**config.mk**
```make
export PLATFORM = sky130hd
export DESIGN_NAME = branch_predictor_table
export DESIGN_NICKNAME = d
export VERILOG_FILES = /design/src/rtl/branch_predictor_table.sv
export SDC_FILE = /design/constraint.sdc
export NUM_CORES = 1
export LEC_CHECK = 0
export ABC_AREA = 1
export CAP_MARGIN = 30
export CELL_PAD_IN_SITES_DETAIL_PLACEMENT = 0
export CELL_PAD_IN_SITES_GLOBAL_PLACEMENT = 1
export CORE_ASPECT_RATIO = 0.9
export CORE_MARGIN = 2
export CORE_UTILIZATION = 40
export DETAILED_ROUTE_END_ITERATION = 6
export GPL_TIMING_DRIVEN = 0
export HOLD_SLACK_MARGIN = 0.06
export PLACE_DENSITY = 0.78
export SLEW_MARGIN = 20
export SYNTH_ARGS = -nofsm -noshare
export SYNTH_HDL_FRONTEND = slang
export SYNTH_SLANG_ARGS = --single-unit
```
**constraint.sdc**
```tcl
create_clock -name clk -period 6.6 [get_ports clk]
set_input_delay 1.32 -clock clk [delete_from_list [all_inputs] [get_ports clk]]
set_output_delay 1.32 -clock clk [all_outputs]
set_load 0.005 [all_outputs]
```
**src/rtl/branch_predictor_table.sv**
```systemverilog
// ---------------------------------------------------------------------------
// branch_predictor_table
//   Branch direction predictor built from a table of saturating counters.
//   Bimodal when HIST_BITS = 0; gshare when HIST_BITS > 0, with a global
//   history register that is updated only when branches resolve.
//
//   Ports
//     clk, reset          : single clock, asynchronous active-high reset
//     lookup_valid        : decode-stage instruction is a conditional branch
//     lookup_pc           : PC of the decode-stage instruction
//     lookup_offset       : sign-extended branch immediate
//     prediction          : predict taken (qualified by lookup_valid)
//     branch_addr         : lookup_pc + lookup_offset
//     lookup_index        : table index used for this lookup (pipelined to MEM)
//     update_valid        : a branch resolves this cycle
//     update_index        : pipelined lookup_index of the resolving branch
//     update_taken        : actual outcome
//     update_mispredict   : resolving branch was mispredicted
//     mispredict_count    : saturating mispredict statistics counter
// ---------------------------------------------------------------------------
module branch_predictor_table #(
    parameter int unsigned ENTRIES   = 64,
    parameter int unsigned HIST_BITS = 0,
    parameter int unsigned CTR_BITS  = 2,
    parameter int unsigned CNT_W     = 16,
    localparam int unsigned IDX_W    = $clog2(ENTRIES)
) (
    input  logic              clk,
    input  logic              reset,
    input  logic              lookup_valid,
    input  logic [31:0]       lookup_pc,
    input  logic [31:0]       lookup_offset,
    output logic              prediction,
    output logic [31:0]       branch_addr,
    output logic [IDX_W-1:0]  lookup_index,
    input  logic              update_valid,
    input  logic [IDX_W-1:0]  update_index,
    input  logic              update_taken,
    input  logic              update_mispredict,
    output logic [CNT_W-1:0]  mispredict_count
);

    // The history register keeps at least one bit so the declaration stays
    // legal in bimodal mode; it is held at zero and masked out there.
    localparam int unsigned GHR_W = (HIST_BITS > 0) ? HIST_BITS : 1;

    localparam logic [CTR_BITS-1:0] CTR_MAX  = '1;
    // Weakly not-taken: 2^(CTR_BITS-1)-1, which is 0 for 1-bit counters.
    localparam logic [CTR_BITS-1:0] CTR_INIT = CTR_BITS'((1 << (CTR_BITS - 1)) - 1);
    localparam logic [CNT_W-1:0]    CNT_MAX  = '1;

    logic [CTR_BITS-1:0] ctr_q [ENTRIES];
    logic [CTR_BITS-1:0] ctr_d [ENTRIES];
    logic [GHR_W-1:0]    ghr_q;
    logic [GHR_W-1:0]    ghr_d;
    logic [CNT_W-1:0]    cnt_q;
    logic [CNT_W-1:0]    cnt_d;
    logic [IDX_W-1:0]    ghr_ext;

    // Lookup path is purely combinational off the registered state, so a
    // same-cycle update is never forwarded into the prediction.
    assign ghr_ext          = (HIST_BITS > 0) ? IDX_W'(ghr_q) : '0;
    assign lookup_index     = lookup_pc[IDX_W+1:2] ^ ghr_ext;
    assign branch_addr      = lookup_pc + lookup_offset;
    assign prediction       = lookup_valid & ctr_q[lookup_index][CTR_BITS-1];
    assign mispredict_count = cnt_q;

    always_comb begin
        ctr_d = ctr_q;
        ghr_d = ghr_q;
        cnt_d = cnt_q;
        if (update_valid) begin
            if (update_taken) begin
                if (ctr_q[update_index] != CTR_MAX) begin
                    ctr_d[update_index] = ctr_q[update_index] + 1'b1;
                end
            end else begin
                if (ctr_q[update_index] != '0) begin
                    ctr_d[update_index] = ctr_q[update_index] - 1'b1;
                end
            end
            // Shift in the outcome; truncation drops the oldest bit.
            if (HIST_BITS > 0) begin
                ghr_d = GHR_W'({ghr_q, update_taken});
            end
            if (update_mispredict && (cnt_q != CNT_MAX)) begin
                cnt_d = cnt_q + 1'b1;
            end
        end
    end

    always_ff @(posedge clk or posedge reset) begin
        if (reset) begin
            for (int unsigned i = 0; i < ENTRIES; i++) begin
                ctr_q[i] <= CTR_INIT;
            end
            ghr_q <= '0;
            cnt_q <= '0;
        end else begin
            ctr_q <= ctr_d;
            ghr_q <= ghr_d;
            cnt_q <= cnt_d;
        end
    end

endmodule

```
## After elaboration in Yosys (flattened, before gate mapping)

Index checks and enable logic that the tools add are counted.

| cells by class | value |
|---|---|
| reductions and logical operators | 6 |
| add/subtract/negate cells | 4 |
| muxes and demuxes | 13 |
| shifts and indexed selects | 0 |
| eq/ne operators | 3 |
| bitwise operators | 3 |
| $mul | 0 |
| $lt $le $gt $ge | 3 |
| divide/modulo/power cells | 0 |

Operator list:

| operator | count |
|---|---|
| $mux 128 | 3 |
| $bwmux 128 | 2 |
| $add 32x32->32 | 1 |
| $bmux 2 s6 | 2 |
| $add 16x1->16 const B | 1 |
| $ne 16x16->1 const B | 1 |
| $ge 7x7->1 const B | 2 |
| $not 6->7 | 2 |
| $demux 2 s6 | 1 |
| $mux 2 | 5 |
| $lt 7x1->1 const B | 1 |
| $reduce_bool 2->1 | 2 |
| $reduce_and 3->1 | 1 |
| $add 2x1->2 const B | 1 |
| $logic_and 1x1->1 | 2 |
| $ne 2x1->1 const B | 1 |
| $ne 2x2->1 const B | 1 |
| $reduce_and 2->1 | 1 |
| $sub 2x1->2 const B | 1 |
| $and 1x1->1 | 1 |

| word-level totals | value |
|---|---|
| logic and storage cells | 97 |
| bits in read-only memories | 0 |
| input bits | 76 |
| memory bits (writable) | 0 |
| latch bits | 0 |
| output and inout port bits | 55 |
| bits in registers | 144 |
| memories kept | 0 |

## Logic depth before layout (Yosys ltp)

Gate-level depths: netlist of run 1.

| depth | value |
|---|---|
| depth after elaboration | 8 |
| depth in mapped cells | 26 |
| depth with buffers taken out | 23 |

## Least setup slack after synthesis of run 1

OpenSTA, ideal clock, no wires.

| timing | value |
|---|---|
| kind | input-to-output |
| start | input lookup_pc[0] |
| end | output branch_addr[26] |
| path buffers | 0 |
| required time | 5.280 ns |
| setup slack | 2.523 ns |
| data arrival time | 2.757 ns |
| stages on the path | 11 |
| cell sequence | ha_1 fa_1 nand3_1 nand2_1 nand3_1 nand2_1 a21oi_1 nand2b_1 nand2_1 nand2_1 nand2_1 |

| on the way | value |
|---|---|
| longest elaborated chain between the ends | 1 |

RTL lines:

| what | RTL line | source |
|---|---|---|
| start: declaration | 31 | `input logic [31:0] lookup_pc,` |
| $add 32x32->32 | 64 | `assign branch_addr = lookup_pc + lookup_offset;` |
| end: declaration | 34 | `output logic [31:0] branch_addr,` |

Every way passes these cells.

## Worst setup path after layout of run 1

| timing | value |
|---|---|
| start | input lookup_pc[3] |
| end | output prediction |

| on the way | value |
|---|---|
| longest elaborated chain between the ends | 5 |

RTL lines:

| what | RTL line | source |
|---|---|---|
| $not 6->7 (implied by the code) | 65 | `assign prediction = lookup_valid & ctr_q[lookup_index][CTR_BITS-1];` |
| $bmux 2 s6 | 65 |  |
| $mux 2 (implied by the code) (2 in series) | 65 |  |
| $and 1x1->1 | 65 |  |
| end: declaration | 33 | `output logic prediction,` |

Every way passes these cells. The select of a mux whose other input is x is not followed.

==> flow_summary.ini, run 1 <==
[run_status]
outcome = finished clean

[timing]
rsz0062_at_grt = false
slew_headroom = 0.512
fin_crit_sh = 0.902
clock.fmax_ghz = 0.168
worst_pin_slew_ns = 0.732
finalCriticalPeriod_ns = 5.96
tns_ns = 0
finalMaxSlewViolations = 0
finalHoldViolations = 0
skew_ns = 0.0132
setup_viol = 0

[synth]
netlist_area_mm2 = 0.0103
synth_compound_area_frac = 0.106
synthTopCellsByArea = nand2_1 24%, dfrtp_1 19%, dfstp_2 16%, inv_1 6.2%, nor2_1 6.1%
postSynthAreaPerCell_um2 = 6.42
synth_top_family_by_area = simple AND/OR/NAND/NOR gates
synth_cell_types = 33
yosysWarnings = 0
muxShareOfSynthArea = 0
synth_nets = 1711
ys.flop_type = dfrtp_1
synth_top_area_frac = 0.239
ys_ff_latch = 144
async_flop_share = 1.00
yosysSeqAreaShare = 0.358
synthSimpleGateAreaFrac = 0.365
synth_fa_ha_area_frac = 0.0433
syn_inst = 1600
synthXorXnorAreaFrac = 0.0298
synth_edf_count = 0
synth_area_leader_cell = nand2_1

[power]
p_seq_frac = 0.389
p_sw_mw = 1.11
ir_drop_mv = 0.190
leakagePower_nw = 5.82
switching_share = 0.357
p_clk_frac = 0.316
power.internal_mw = 2.00
powerDensity_mw_per_mm2 = 247
pwr-share-comb = 0.295

[grt]
grt_pass1_wl_um = 59000
overflow = 0
antenna_found_initial = 0
grt_use_total = 0.284
grt_max_degree = 93
grt_pass1_vias = 10100

[setup_path]
cp_max_fo = 10
worst_setup_path_start_kind = primary input
r2r_slack_ns = 3.27
critPathLaunch = lookup_pc[3]
crit_type = primary input to primary output
r2r-end = ctr_q[69]
end_kind = primary output
critPathArrivalTime_ns = 4.64
reg2reg_depth = 16
critical_path_required_ns = 5.28
endpoint = prediction

[job]
maxCapViolCount = 0

[routing]
routed-via-count = 10800
drt_iter0_markers = 1105
detail-route-antenna-nets = 0
wire_per_inst_um = 18.0
drc = 0
dr.pass1.iters = 5
wirelength_um = 37900
vias_per_cell = 5.12

[final_layout]
area_growth_pct = 22.7
drive_gt1_frac = 0.0783
layout.nets = 1860
final_cells = 2104
antennaDiodeCount = 0
nFillCells = 2653

[clocking]
clk_pin_slew_ns = 0.06
cts_buffer_depth = 2
clock_sinks = 144
cts_tree = yes
hold_buffers = 0
cts_setup_buffers = 0
root_buffer = clkbuf_16
cts_max_level = 4
clk_latency_ns = 0.44
cts_buffers = 17
ctsResizeCount = 0

[hold_path]
hp-class = flip-flop to flip-flop

[place]
port_buffers = 128
dpl.cell_count = 2072
finalWeightedCongestion = 0.935
dp_hpwl_um = 27900

[floorplanning]
die_area_mm2 = 0.0270
die_h_um = 156
die_x_um = 173
initial_utilization = 0.408
core_area_mm2 = 0.0252
ios = 131
core.rowCount = 55
[metrics by stage]
stage          power [mW]  worst slack (ns)  instance area, um^2  hold slack [ns]  utilization
2_1_floorplan        1.71              1.52                10300            0.446            -
3_3_place_gp         2.12            -0.794                12000            0.453        0.476
3_5_place_dp         2.14             0.771                12000            0.457        0.478
4_1_cts              3.13             0.760                12600            0.467        0.501
5_1_grt              3.30             0.529                12600            0.481        0.501
6_report             3.12             0.644                12600            0.465        0.501
[critical path, cell delays in order]
cell,delay [ns]
clkdlybuf4s50_1,0.52
clkbuf_1,0.53
inv_1,0.40
clkbuf_1,0.43
nand3_1,0.21
nand3_1,0.09
nand2_1,0.15
nand2_1,0.07
nand3_1,0.08
nand3b_1,0.11
a21oi_1,0.16
clkdlybuf4s50_1,0.56
[layout make-up]
cell class                 count  area, um^2  share of cell area
tap                          342         428              0.0339
timing repair buffer         130        1320               0.104
sequential                   144        3680               0.292
multi-input combinational   1226        5590               0.443
inverter                     177         674              0.0535
buffer                        53         335              0.0266
clock buffer                  19         443              0.0351
clock inverter                13         141              0.0112
[how the worst min path moves through the flow]
stage               startpoint   endpoint  cells past startpoint
global route         flip-flop  flip-flop                      2
detailed placement   flip-flop  flip-flop                      2
global placement     flip-flop  flip-flop                      2
CTS                  flip-flop  flip-flop                      2
floorplan            flip-flop  flip-flop                      2
finish               flip-flop  flip-flop                      2
[cells in the final DEF, fill, tap and decap left out, types with 14 or more instances in the layout]
cell             count
buf_4               14
nor2_1             167
nand2_1            655
ha_1                34
inv_1              169
nand3_1             95
clkdlybuf4s50_1    128
a21oi_1             65
o21ai_0             85
xor2_1              29
dfrtp_1             80
nor3_1              19
clkbuf_1            19
dfstp_2             64
o21ai_1             28
clkbuf_16           17
[cell usage after synthesis, types with 18 or more instances]
library cell,count
o21ai_0,85
inv_1,170
dfstp_2,64
clkbuf_1,18
dfrtp_1,80
ha_1,34
o21ai_1,28
a21oi_1,65
xor2_1,29
nor2_1,167
nand3_1,95
nand2_1,655
nor3_1,19
[power by group through the flow]
stage / Sequential [mW] / Clock (mW) / Combinational [mW]
3_3_place_gp: 1.22 / 0 / 0.900
4_1_cts: 1.21 / 1.00 / 0.917
3_5_place_dp: 1.22 / 0 / 0.914
6_report: 1.21 / 0.985 / 0.918
2_1_floorplan: 1.17 / 0 / 0.538
5_1_grt: 1.23 / 1.04 / 1.03
[cells by family (layout without fill, tap and decap cells)]
kind of cell	Yosys count	after routing
AOI/OAI and AO/OA	206	206
xor gates and xnor gates	35	35
adders and majority gates	35	35
buffers and inverters	230	392
DFF	144	144
and+or+nand+nor	950	950
[layer usage]
metal / GRT usage / wire, um / vias to the layer above / part of all wire
met1: 0.411 / 18300 / 5013 / 0.48
met4: 0.0896 / 897 / 0 / 0.024
met2: 0.417 / 15500 / 396 / 0.41
li1: - / - / 5309 / -
met5: 0 / 0 / - / 0
met3: 0.0677 / 3120 / 55 / 0.082
No activity file was read; power rests on OpenSTA's default activity.
==> run 2, diff against run 1 <==
Settings changed: HOLD_SLACK_MARGIN 0.06 to 0.15.
==> results of run 2 <==
Final layout, timing and power as in run 1 (identical DEF).
==> run 3, diff against run 2 <==
Clock period 6.6 ns to 5.7 ns, I/O delays scaled along.
==> flow_summary.ini, run 3 (synthesized netlist as in run 1, its figures left out) <==
[final_layout]
layout.nets = 1860
area_growth_pct = 22.7
regArea_mm2 = 0.00368
drive_gt1_frac = 0.0789
multiInputGateArea_mm2 = 0.00559
layout_common_cells = 655 x nand2_1, 169 x inv_1, 167 x nor2_1, 128 x clkdlybuf4s50_1, 95 x nand3_1
stdcell_area_mm2 = 0.0126
antennaDiodeCount = 0
final_common_cell = nand2_1
nFillCells = 2652

[clocking]
clk_latency_ns = 0.44
cts_buffer_depth = 2
cts_max_level = 4
clk_pin_slew_ns = 0.06
root_buffer = clkbuf_16
cts_buffers = 17
hold_buffers = 0
clock_sinks = 144
cts_tree = yes

[setup_path]
worst_setup_path_start_kind = primary input
crit_type = primary input to primary output
end_kind = primary output
critPathArrivalTime_ns = 4.12
r2r_slack_ns = 2.37
cp_max_fo = 10
critical_path_required_ns = 4.56

[place]
dp_hpwl_um = 27900
finalWeightedCongestion = 0.935
placed_area_mm2 = 0.0120
port_buffers = 128
post-place-ws_ns = 0.231

[timing]
slew_headroom = 0.506
rsz0062_at_grt = false
skew_ns = 0.0132
holdWs_ns = 0.465
fin_ws_ns = 0.437
setup_viol = 0
finalCriticalPeriod_ns = 5.26
fin_crit_sh = 0.923
finalMaxSlewViolations = 0
worst_pin_slew_ns = 0.741
clock.fmax_ghz = 0.190
finalHoldViolations = 0

[routing]
drt_iter0_markers = 1104
routed-via-count = 10800
wire_per_inst_um = 18.0
vias_per_cell = 5.12
drc = 0
dr.pass1.iters = 5
detail-route-antenna-nets = 0
wirelength_um = 37900

[floorplanning]
core.rowCount = 55
die_h_um = 156
die_area_mm2 = 0.0270
initial_utilization = 0.408
core_area_mm2 = 0.0252
ios = 131
die_x_um = 173

[hold_path]
hp-class = flip-flop to flip-flop

[grt]
overflow = 0
antenna_found_initial = 0
grt_max_degree = 93
grt_pass1_vias = 10100
grt_pass1_wl_um = 59000
grt_use_total = 0.284

[job]
maxCapViolCount = 0

[power]
leakagePower_nw = 5.82
ir_drop_mv = 0.221
powerDensity_mw_per_mm2 = 286

[run_status]
outcome = finished clean
==> run 3: cell count changes in the layout (fill, tap and decap cells not counted) <==
cell	delta
clkbuf_2	+1
clkbuf_1	-1
==> run 3: what timing repair did <==
action / in CTS / in global routing
setup endpoints to repair: 0 / 1
setup buffers: 0 / 0
resized for setup: 0 / 2
==> run 3: per-layer routing <==
metal / global-route usage / vias up / part of all wire
met3: 0.0677 / 55 / 0.081
met5: 0 / - / 0
met2: 0.417 / 397 / 0.41
met4: 0.0896 / 0 / 0.024
li1: - / 5308 / -
met1: 0.411 / 5015 / 0.49
==> run 3: power by group <==
group / switching (mW) / internal, mW
clock: 0.511 / 0.630
combinational: 0.612 / 0.452
sequential: 0.167 / 1.24
==> run 3: final timing paths <==
kind                                    from             endpoint  depth (start not counted)
worst max-delay path            lookup_pc[3]           prediction                         12
worst min-delay path               flip-flop            flip-flop                          2
worst max register to register     flip-flop            ctr_q[69]                         16
worst min register to register     flip-flop            flip-flop                          2
max in group asynchronous              reset            async pin                          3
min in group asynchronous              reset  mispredict_count[9]                          2
==> run 3: cell type report <==
| type | count | share of cell area |
|---|---|---|
| Buffer | 53 | 0.0267 |
| Clock buffer | 19 | 0.0351 |
| Clock inverter | 13 | 0.0112 |
| Inverter | 177 | 0.0535 |
| Multi-Input combinational cell | 1226 | 0.443 |
| Sequential cell | 144 | 0.292 |
| Tap cell | 342 | 0.0339 |
| Timing Repair Buffer | 130 | 0.104 |
==> run 3: worst max-delay path: stages <==
cell,delay (ns)
clkdlybuf4s50_1,0.46
clkbuf_2,0.27
inv_1,0.38
clkbuf_1,0.61
nand3_1,0.17
nand3_1,0.12
nand2_1,0.11
nand2_1,0.08
nand3_1,0.08
nand3b_1,0.12
a21oi_1,0.08
clkdlybuf4s50_1,0.48
==> run 3: through the flow <==
step | TNS (ns) | std cells | power (mW) | utilization
after floorplan | 0 | 1600 | 1.98 | -
after global routing | 0 | 2104 | 3.82 | 0.501
after CTS | 0 | 2104 | 3.62 | 0.501
final | 0 | 2104 | 3.61 | 0.501
after detailed placement | 0 | 2072 | 2.48 | 0.478
after global placement | -119.85 | 2070 | 2.46 | 0.476
